[config.mk]
export PLATFORM = sky130hd
export DESIGN_NAME = dma_controller
export DESIGN_NICKNAME = d
export VERILOG_FILES = /design/src/rtl/dma_controller.sv
export SDC_FILE = /design/constraint.sdc
export NUM_CORES = 1
export LEC_CHECK = 0
export CAP_MARGIN = 20
export CORE_AREA = 2 2 74 76
export DETAILED_ROUTE_END_ITERATION = 8
export DIE_AREA = 0 0 76 78
export PLACE_DENSITY = 0.78
export SYNTH_ARGS = -nofsm -noshare
export SYNTH_HDL_FRONTEND = slang
export SYNTH_SLANG_ARGS = --single-unit
export TNS_END_PERCENT = 50
[constraint.sdc]
create_clock -name clk -period 4.23 [get_ports clk]
set_clock_uncertainty 0.15 [all_clocks]
set_input_delay 0.846 -clock clk [delete_from_list [all_inputs] [get_ports clk]]
set_output_delay 0.846 -clock clk [all_outputs]
set_load 0.02 [all_outputs]
[src/rtl/dma_controller.sv]
// Single-channel DMA engine: moves a block of words between the io device and a
// contiguous ram region while holding the bus granted by the cpu.
module dma_controller #(
  parameter int unsigned SZ  = 8,
  parameter int unsigned WSZ = 8
) (
  input  logic           clk,
  input  logic           rst,
  input  logic           cfg_we,
  input  logic [1:0]     cfg_addr,
  input  logic [SZ-1:0]  cfg_wdata,
  output logic           busy,
  output logic           done,
  output logic           hold_req,
  input  logic           hold_ack,
  output logic [SZ-1:0]  ram_addr,
  output logic           ram_w_notr,
  output logic [WSZ-1:0] ram_wdata,
  input  logic [WSZ-1:0] ram_rdata,
  input  logic           io_req,
  output logic           io_ack,
  input  logic [WSZ-1:0] io_rdata,
  output logic [WSZ-1:0] io_wdata
);

  typedef enum logic [2:0] {
    StIdle, StHold, StRd, StWaitIo, StWr, StAck, StNext, StDone
  } state_e;

  state_e         state_q, state_d;
  logic [SZ-1:0]  base_q, base_d;
  logic [SZ-1:0]  count_q, count_d;
  logic [SZ-1:0]  addr_q, addr_d;
  logic [SZ-1:0]  cnt_q, cnt_d;
  logic           dir_q, dir_d;
  logic [WSZ-1:0] buf_q, buf_d;
  logic           cfg_ok;
  logic           start;

  assign busy   = (state_q != StIdle) && (state_q != StDone);
  assign cfg_ok = cfg_we && !busy;
  assign start  = cfg_ok && (cfg_addr == 2'd2) && cfg_wdata[0];

  always_comb begin
    state_d = state_q;
    base_d  = base_q;
    count_d = count_q;
    dir_d   = dir_q;
    addr_d  = addr_q;
    cnt_d   = cnt_q;
    buf_d   = buf_q;

    if (cfg_ok) begin
      case (cfg_addr)
        2'd0:    base_d  = cfg_wdata;
        2'd1:    count_d = cfg_wdata;
        2'd2:    dir_d   = cfg_wdata[1];
        default: ;
      endcase
    end

    // Every bus-owning state only advances while the grant is present, so a lost
    // grant freezes the FSM in place.
    case (state_q)
      StIdle, StDone: begin
        state_d = StIdle;
        if (start) begin
          addr_d  = base_q;
          cnt_d   = count_q;
          state_d = (count_q == '0) ? StDone : StHold;
        end
      end
      StHold: begin
        if (hold_ack) state_d = dir_q ? StRd : StWaitIo;
      end
      StRd: begin
        if (hold_ack) begin
          buf_d   = ram_rdata;
          state_d = StWaitIo;
        end
      end
      StWaitIo: begin
        if (hold_ack && io_req) begin
          if (!dir_q) begin
            buf_d   = io_rdata;
            state_d = StWr;
          end else begin
            state_d = StAck;
          end
        end
      end
      StWr, StAck: begin
        if (hold_ack) state_d = StNext;
      end
      StNext: begin
        if (hold_ack) begin
          addr_d = addr_q + SZ'(1);
          cnt_d  = cnt_q - SZ'(1);
          if (cnt_q == SZ'(1)) state_d = StDone;
          else                 state_d = dir_q ? StRd : StWaitIo;
        end
      end
      default: state_d = StIdle;
    endcase
  end

  always_ff @(posedge clk or posedge rst) begin
    if (rst) begin
      state_q <= StIdle;
      base_q  <= '0;
      count_q <= '0;
      dir_q   <= 1'b0;
      addr_q  <= '0;
      cnt_q   <= '0;
      buf_q   <= '0;
    end else begin
      state_q <= state_d;
      base_q  <= base_d;
      count_q <= count_d;
      dir_q   <= dir_d;
      addr_q  <= addr_d;
      cnt_q   <= cnt_d;
      buf_q   <= buf_d;
    end
  end

  assign hold_req  = busy;
  assign done      = (state_q == StDone);
  assign ram_addr  = addr_q;
  assign ram_wdata = buf_q;
  assign io_wdata  = buf_q;
  // The live grant gates the strobes so nothing is driven after the cpu takes the bus back.
  assign ram_w_notr = (state_q == StWr) && hold_ack;
  assign io_ack     = ((state_q == StWr) || (state_q == StAck)) && hold_ack;

endmodule

==> metrics.md, run 1 <==
| Metric | Value |
|---|---|
| Number of sinks driven by the clock tree | `44` |
| Final Critical Period | `3.55 ns` |
| Clock power share | `12.2%` |
| Kind of path behind the tightest hold check | `flop to flop` |
| Via count of the first global-routing pass | `2004` |
| CTS max path bufs | `2` |
| Ant. Diodes | `0` |
| Distinct cells, synth | `50` |
| Aggregate routed wire length | `5800 um` |
| Number of inserted filler cells in the final layout | `425` |
| Outcome | `completed` |
| Total number of placement rows | `26` |
| Quantity of I/O buffers inserted on ports | `59` |
| Weighted congestion at the end of routability-driven global placement | `0.898` |
| Max-cap violations | `0` |
| Relative area change from synthesis to final layout | `25.3%` |
| Slowest cell on crit path | `clkdlybuf4s50_1` |
| Pint | `1.32 mW` |
| Required @ worst endpoint | `3.23 ns` |
| Async set-or-reset flop fraction in the synthesized netlist | `100%` |
| Clock latency of the later-clocked register in the worst-skew pair | `0.30 ns` |
| Measured slew at the worst slew-check pin | `0.875 ns` |
| Number of levels in the clock H-tree | `2` |
| Maximum number of pins on one net before global-route repair | `45` |
| Register-to-register setup slack | `1.81 ns` |
| Worst path arrival time | `2.55 ns` |
| Delay of the slowest cell on the worst path | `0.68 ns` |
| RSZ-0062 raised after global routing | `false` |
| Number of enable flip-flop cells after synthesis | `0` |
| Prevailing post-synth register cell | `dfrtp_1` |
| Num ports | `60` |
| Seq cells post-synth | `44` |
| Classification of the worst setup path | `input port to output pin` |
| CP endpoint | `ram_w_notr` |
| Global-route wire length before repair | `9980 um` |
| Count of cells resized by post-cts repair | `0` |
| Setup TNS after final layout | `0 ns` |
| Maximum fanout along the worst path | `11` |
| Final slew viol count | `0` |
| Synth warn | `0` |
| Post-Synthesis Cells | `246` |
| Number of remaining DRC errors | `0` |
| Fmax | `0.282 GHz` |
| Starting utilization of the core area | `49.7%` |
| CTS tree | `built` |
| Netlist Area Pre-Place | `2500 um^2` |
| Height of the die | `78 um` |
| Overflow left after global routing | `0` |
| Total via count after detailed routing | `2072` |
| GRT Resource Usage Total | `21.1%` |
| Final setup violating endpoints | `0` |
| Total of hold buffers inserted after clock tree synthesis | `0` |
| Net count, final | `324` |
| Number of buffers added for setup after CTS | `0` |
| Count of final hold-check violations | `0` |
| Post-Synthesis Mean Instance Area | `10.2 um^2` |
| Tcrit/Tclk final | `83.9%` |
| Average detailed-routed wire length per instance | `16.1 um` |
| Clk slew on worst S/H paths | `0.08 ns` |
| Total power per unit cell area | `708 nW/um^2` |
| HPWL Detailed | `4150 um` |
| Antenna violations before repair | `0` |
| Ratio of cells with drive above 1 in the final layout | `10.3%` |
| R2R depth | `4` |
| Crit end category | `output pin` |
| X dimension of the die | `76 um` |
| Die ar. | `5930 um^2` |
| Violation count after the first detailed-route iteration | `216` |
| Core box area | `5040 um^2` |
| Reg-to-Reg Start | `state_q[1]` |
| Net Sw Frac | `40.8%` |
| Post-synthesis sequential area ratio | `44.0%` |
| Most common cell after layout, fill and taps aside | `clkdlybuf4s50_1` |
| Via count normalized by instance count | `5.74` |
| Setup crit start | `hold_ack` |
| CTS Root Buffer Type | `clkbuf_8` |
| Cell leakage power | `1.40 nW` |
| Leading cell types in the layout, fill and taps excluded | `clkdlybuf4s50_1 (59), dfrtp_1 (44), nor2_1 (27), a21oi_1 (19), mux2_4 (16)` |
| Cell type with the highest occurrence count on the critical path | `clkdlybuf4s50_1` |
| Clock buffer count from CTS | `5` |
| Flop pwr share | `39.1%` |
| Place WS | `0.685 ns` |
| Router iterations before antenna repair | `4` |
| Peak supply drop | `0.000297 V` |
| Ordered cell list for the critical path | `clkdlybuf4s50_1 > nor3b_1 > and2_1 > clkdlybuf4s50_1` |
| Post-route setup slack | `0.680 ns` |
| Comb power frac | `48.7%` |
| Worst Setup Start Kind | `input port` |
| Min-Delay Startpoint | `base_q[2]` |
| Post-detailed-route count of antenna-violating nets | `0` |
| Worst max-slew margin expressed relative to the limit | `41.6%` |
| Switching power total | `0.906 mW` |
| Number of nets in the synthesized netlist | `280` |
| Worst reg2reg path endpoint | `cnt_q[4]` |
## worst min-delay path by stage
stage                     end  slack, ns  cells past startpoint
floorplan           base_q[2]       0.33                      1
global placement    base_q[2]       0.34                      1
detailed placement  base_q[2]       0.35                      1
CTS                 base_q[2]       0.37                      1
global route        base_q[3]       0.40                      1
finish              base_q[2]       0.37                      1
## cells by family (layout without fill, tap and decap cells)
kind of cell / after synthesis / after routing / synth area share (%)
AO/OA/AOI/OAI: 57 / 57 / 15.2
buffers and inverters: 29 / 74 / 6.70
AND/OR/NAND/NOR: 83 / 83 / 17.3
multiplexers: 30 / 30 / 15.3
flip-flops: 44 / 44 / 44.0
adder cells (fa/ha/maj): 3 / 3 / 1.50
## synthesized netlist by cell type, types with 3 or more instances
library cell  count  share of area [%]
o22a_1            3                1.0
ha_1              3                1.5
clkbuf_1          6               0.90
mux2_4           16                9.6
a221oi_1          3                1.0
nor3_1            8                1.6
nor2_1           27                4.0
buf_2             5                1.0
mux2i_1          12                4.8
a21oi_1          19                3.8
nand3_1          11                2.2
dfrtp_1          44                 44
and3_1            3               0.75
nand2_1          11                1.6
inv_1             6               0.90
a211oi_1          8                2.4
and2_1            3               0.75
buf_4            10                3.0
o21ai_0           7                1.4
nand2b_1          3               0.75
## critical path: cells and delay by family
family | cells | cell delay (ns)
simple gates | 2 | 0.44
buf+inv | 2 | 1.27
## area by class of cell
class                      count  area, um^2  area share [%]
multi-input combinational    173        1230            39.4
sequential                    44        1100            35.1
timing repair buffer          60         598            19.1
tap                           70        87.6            2.79
clock buffer                   6        82.6            2.63
inverter                       6        22.5           0.718
clock inverter                 2        10.0           0.319
## power groups by stage
stage / Clock, mW / Combinational [mW] / Sequential (mW)
5_1_grt: 0.298 / 1.18 / 0.909
4_1_cts: 0.277 / 1.09 / 0.865
3_3_place_gp: 0 / 1.06 / 0.859
2_1_floorplan: 0 / 0.726 / 0.869
3_5_place_dp: 0 / 1.08 / 0.869
6_report: 0.272 / 1.08 / 0.868
## stage by stage
| stage | util, % | cell area, um^2 | hold slack, ns | power, mW | instances |
|---|---|---|---|---|---|
| 2_1_floorplan | - | 2500 | 0.326 | 1.59 | 246 |
| 6_report | 62.2 | 3140 | 0.367 | 2.22 | 361 |
| 3_3_place_gp | 60.4 | 3040 | 0.345 | 1.92 | 353 |
| 3_5_place_dp | 60.4 | 3040 | 0.349 | 1.95 | 353 |
| 4_1_cts | 62.2 | 3140 | 0.367 | 2.23 | 361 |
| 5_1_grt | 62.2 | 3140 | 0.397 | 2.38 | 361 |
## flip-flops by register name, summed over array words and instances (netlist names)
register	count
state_q	3
dir_q	1
count_q	8
base_q	8
io_wdata	8
cnt_q	8
ram_addr	8
## metal layers
layer / track usage, % / part of all wire [%] / vias to the layer above
met4: 7.45 / 1.7 / 0
li1: - / - / 978
met2: 32.2 / 46 / 79
met3: 5.00 / 6.9 / 8
met1: 29.5 / 46 / 1007
met5: 0 / 0 / -
Power figures use the tool's default switching activity.
==> run 2: changes to the inputs <==
Settings changed: CORE_AREA 2 2 74 76 to 2 2 78 80, DIE_AREA 0 0 76 78 to 0 0 80 82, PLACE_DENSITY 0.78 to 0.74.
Clock period 4.23 ns to 3.1 ns, I/O delays scaled along.
==> metrics.md, run 2 (same netlist as run 1, synthesis figures left out) <==
| Metric | Value |
|---|---|
| Combined flip-flop and latch cell area | `1100 um^2` |
| Peak supply drop | `0.000369 V` |
| GRT Resource Usage Total | `18.9%` |
| Worst path arrival time | `2.08 ns` |
| Clk slew on worst S/H paths | `0.09 ns` |
| Fmax | `0.351 GHz` |
| Final setup violating endpoints | `0` |
| Required @ worst endpoint | `2.33 ns` |
| Relative area change from synthesis to final layout | `26.8%` |
| Core box area | `5750 um^2` |
| Quantity of I/O buffers inserted on ports | `59` |
| R2R depth | `4` |
| Final Critical Period | `2.85 ns` |
| Post-detailed-route count of antenna-violating nets | `0` |
| Total of hold buffers inserted after clock tree synthesis | `0` |
| Leading cell types in the layout, fill and taps excluded | `clkdlybuf4s50_1 (59), dfrtp_1 (44), nor2_1 (27), a21oi_1 (19), mux2_4 (16)` |
| Clock buffer count from CTS | `5` |
| Hold Worst Slack | `0.376 ns` |
| Setup crit start | `state_q[2]` |
| Router iterations before antenna repair | `4` |
| X dimension of the die | `80 um` |
| Overflow left after global routing | `0` |
| Crit end category | `output pin` |
| Tcrit/Tclk final | `91.9%` |
| Delay of the slowest cell on the worst path | `0.59 ns` |
| Most common cell after layout, fill and taps aside | `clkdlybuf4s50_1` |
| Number of stages on the worst hold path | `1` |
| Ratio of cells with drive above 1 in the final layout | `11.5%` |
| Ordered cell list for the critical path | `inv_1 > nor3b_1 > and2_1 > clkdlybuf4s50_1` |
| CTS tree | `built` |
| Cell leakage power | `1.41 nW` |
| Classification of the worst setup path | `flop to output pin` |
| Total power per unit cell area | `967 nW/um^2` |
| Measured slew at the worst slew-check pin | `0.815 ns` |
| Multi-input logic area | `1230 um^2` |
| Maximum number of pins on one net before global-route repair | `45` |
| CTS max path bufs | `2` |
| Clock latency of the later-clocked register in the worst-skew pair | `0.31 ns` |
| Kind of path behind the tightest hold check | `flop to flop` |
| Die ar. | `6560 um^2` |
| Average detailed-routed wire length per instance | `16.0 um` |
| Net count, final | `328` |
| Slowest cell on crit path | `dfrtp_1` |
| Max-cap violations | `0` |
| Antenna violations before repair | `0` |
| Total number of placement rows | `28` |
| Setup TNS after final layout | `0 ns` |
| Count of cells resized by post-cts repair | `0` |
| Number of remaining DRC errors | `0` |
| Number of buffers added for setup after CTS | `0` |
| Outcome | `completed` |
| Min-Delay Startpoint | `base_q[6]` |
| Cell area after placement | `3080 um^2` |
| RSZ-0062 raised after global routing | `false` |
| Num ports | `60` |
| Finished layout cell area | `3170 um^2` |
| Post-route setup slack | `0.250 ns` |
| Worst Setup Start Kind | `flop` |
| Number of levels in the clock H-tree | `2` |
| Maximum fanout along the worst path | `13` |
| Total power draw | `3.07 mW` |
| Reg-to-Reg Start | `state_q[1]` |
| Aggregate routed wire length | `5930 um` |
| Via count of the first global-routing pass | `1969` |
| Place WS | `0.277 ns` |
| Height of the die | `82 um` |
| Starting utilization of the core area | `43.6%` |
| CTS Root Buffer Type | `clkbuf_8` |
| Final slew viol count | `0` |
| HPWL Detailed | `4340 um` |
| Weighted congestion at the end of routability-driven global placement | `0.828` |
| Ant. Diodes | `0` |
| Global-route wire length before repair | `9590 um` |
| Worst max-slew margin expressed relative to the limit | `45.6%` |
| Number of inserted filler cells in the final layout | `526` |
| Violation count after the first detailed-route iteration | `158` |
| Total via count after detailed routing | `2091` |
| Count of final hold-check violations | `0` |
| Number of sinks driven by the clock tree | `44` |
| Via count normalized by instance count | `5.65` |
[run 2: changes by cell type in the layout (fill, tap and decap cells not counted), sizes merged]
cell	delta
inv	+2
buf	+4
clkinv	-2
clkbuf	-1
clkinvlp	+1
[run 2: metrics by stage]
stage,cells,util [%]
finish,370,55.2
global route,370,55.2
CTS,370,55.2
detailed placement,362,53.6
global placement,362,53.6
floorplan,246,-
[run 2: layer usage]
| layer | part of all wire (%) | vias to the layer above | global-route usage [%] |
|---|---|---|---|
| met5 | 0 | - | 0 |
| met4 | 1.4 | 0 | 4.92 |
| met3 | 4.2 | 13 | 3.41 |
| met2 | 51 | 64 | 33.3 |
| met1 | 44 | 1019 | 24.0 |
| li1 | - | 995 | - |
[run 2: final timing paths]
path	slack, ns	end
min	0.38	base_q[6]
min in group asynchronous	0.61	ram_addr[5]
min reg2reg	0.38	base_q[6]
max in group asynchronous	1.82	ram_addr[6]
max	0.25	ram_w_notr
max reg2reg	0.72	cnt_q[1]
[run 2: power breakdown]
part | switching, mW | internal, mW | leakage (nW)
Clock | 0.224 | 0.165 | 0.0452
Sequential | 0.345 | 0.850 | 0.532
Combinational | 0.714 | 0.774 | 0.835
Total | 1.28 | 1.79 | 1.41
[run 2: final cells by class]
cell class | count | area share [%]
clock inverter | 3 | 0.788
clock buffer | 5 | 2.17
sequential | 44 | 34.7
timing repair buffer | 64 | 19.8
tap | 75 | 2.96
inverter | 6 | 0.710
multi-input combinational | 173 | 38.9
[run 2: critical path: cells and delay by family (launching register included)]
family / cells / cell delay (ns)
flops: 1 / 0.59
simple gates: 2 / 0.41
buf+inv: 2 / 0.78
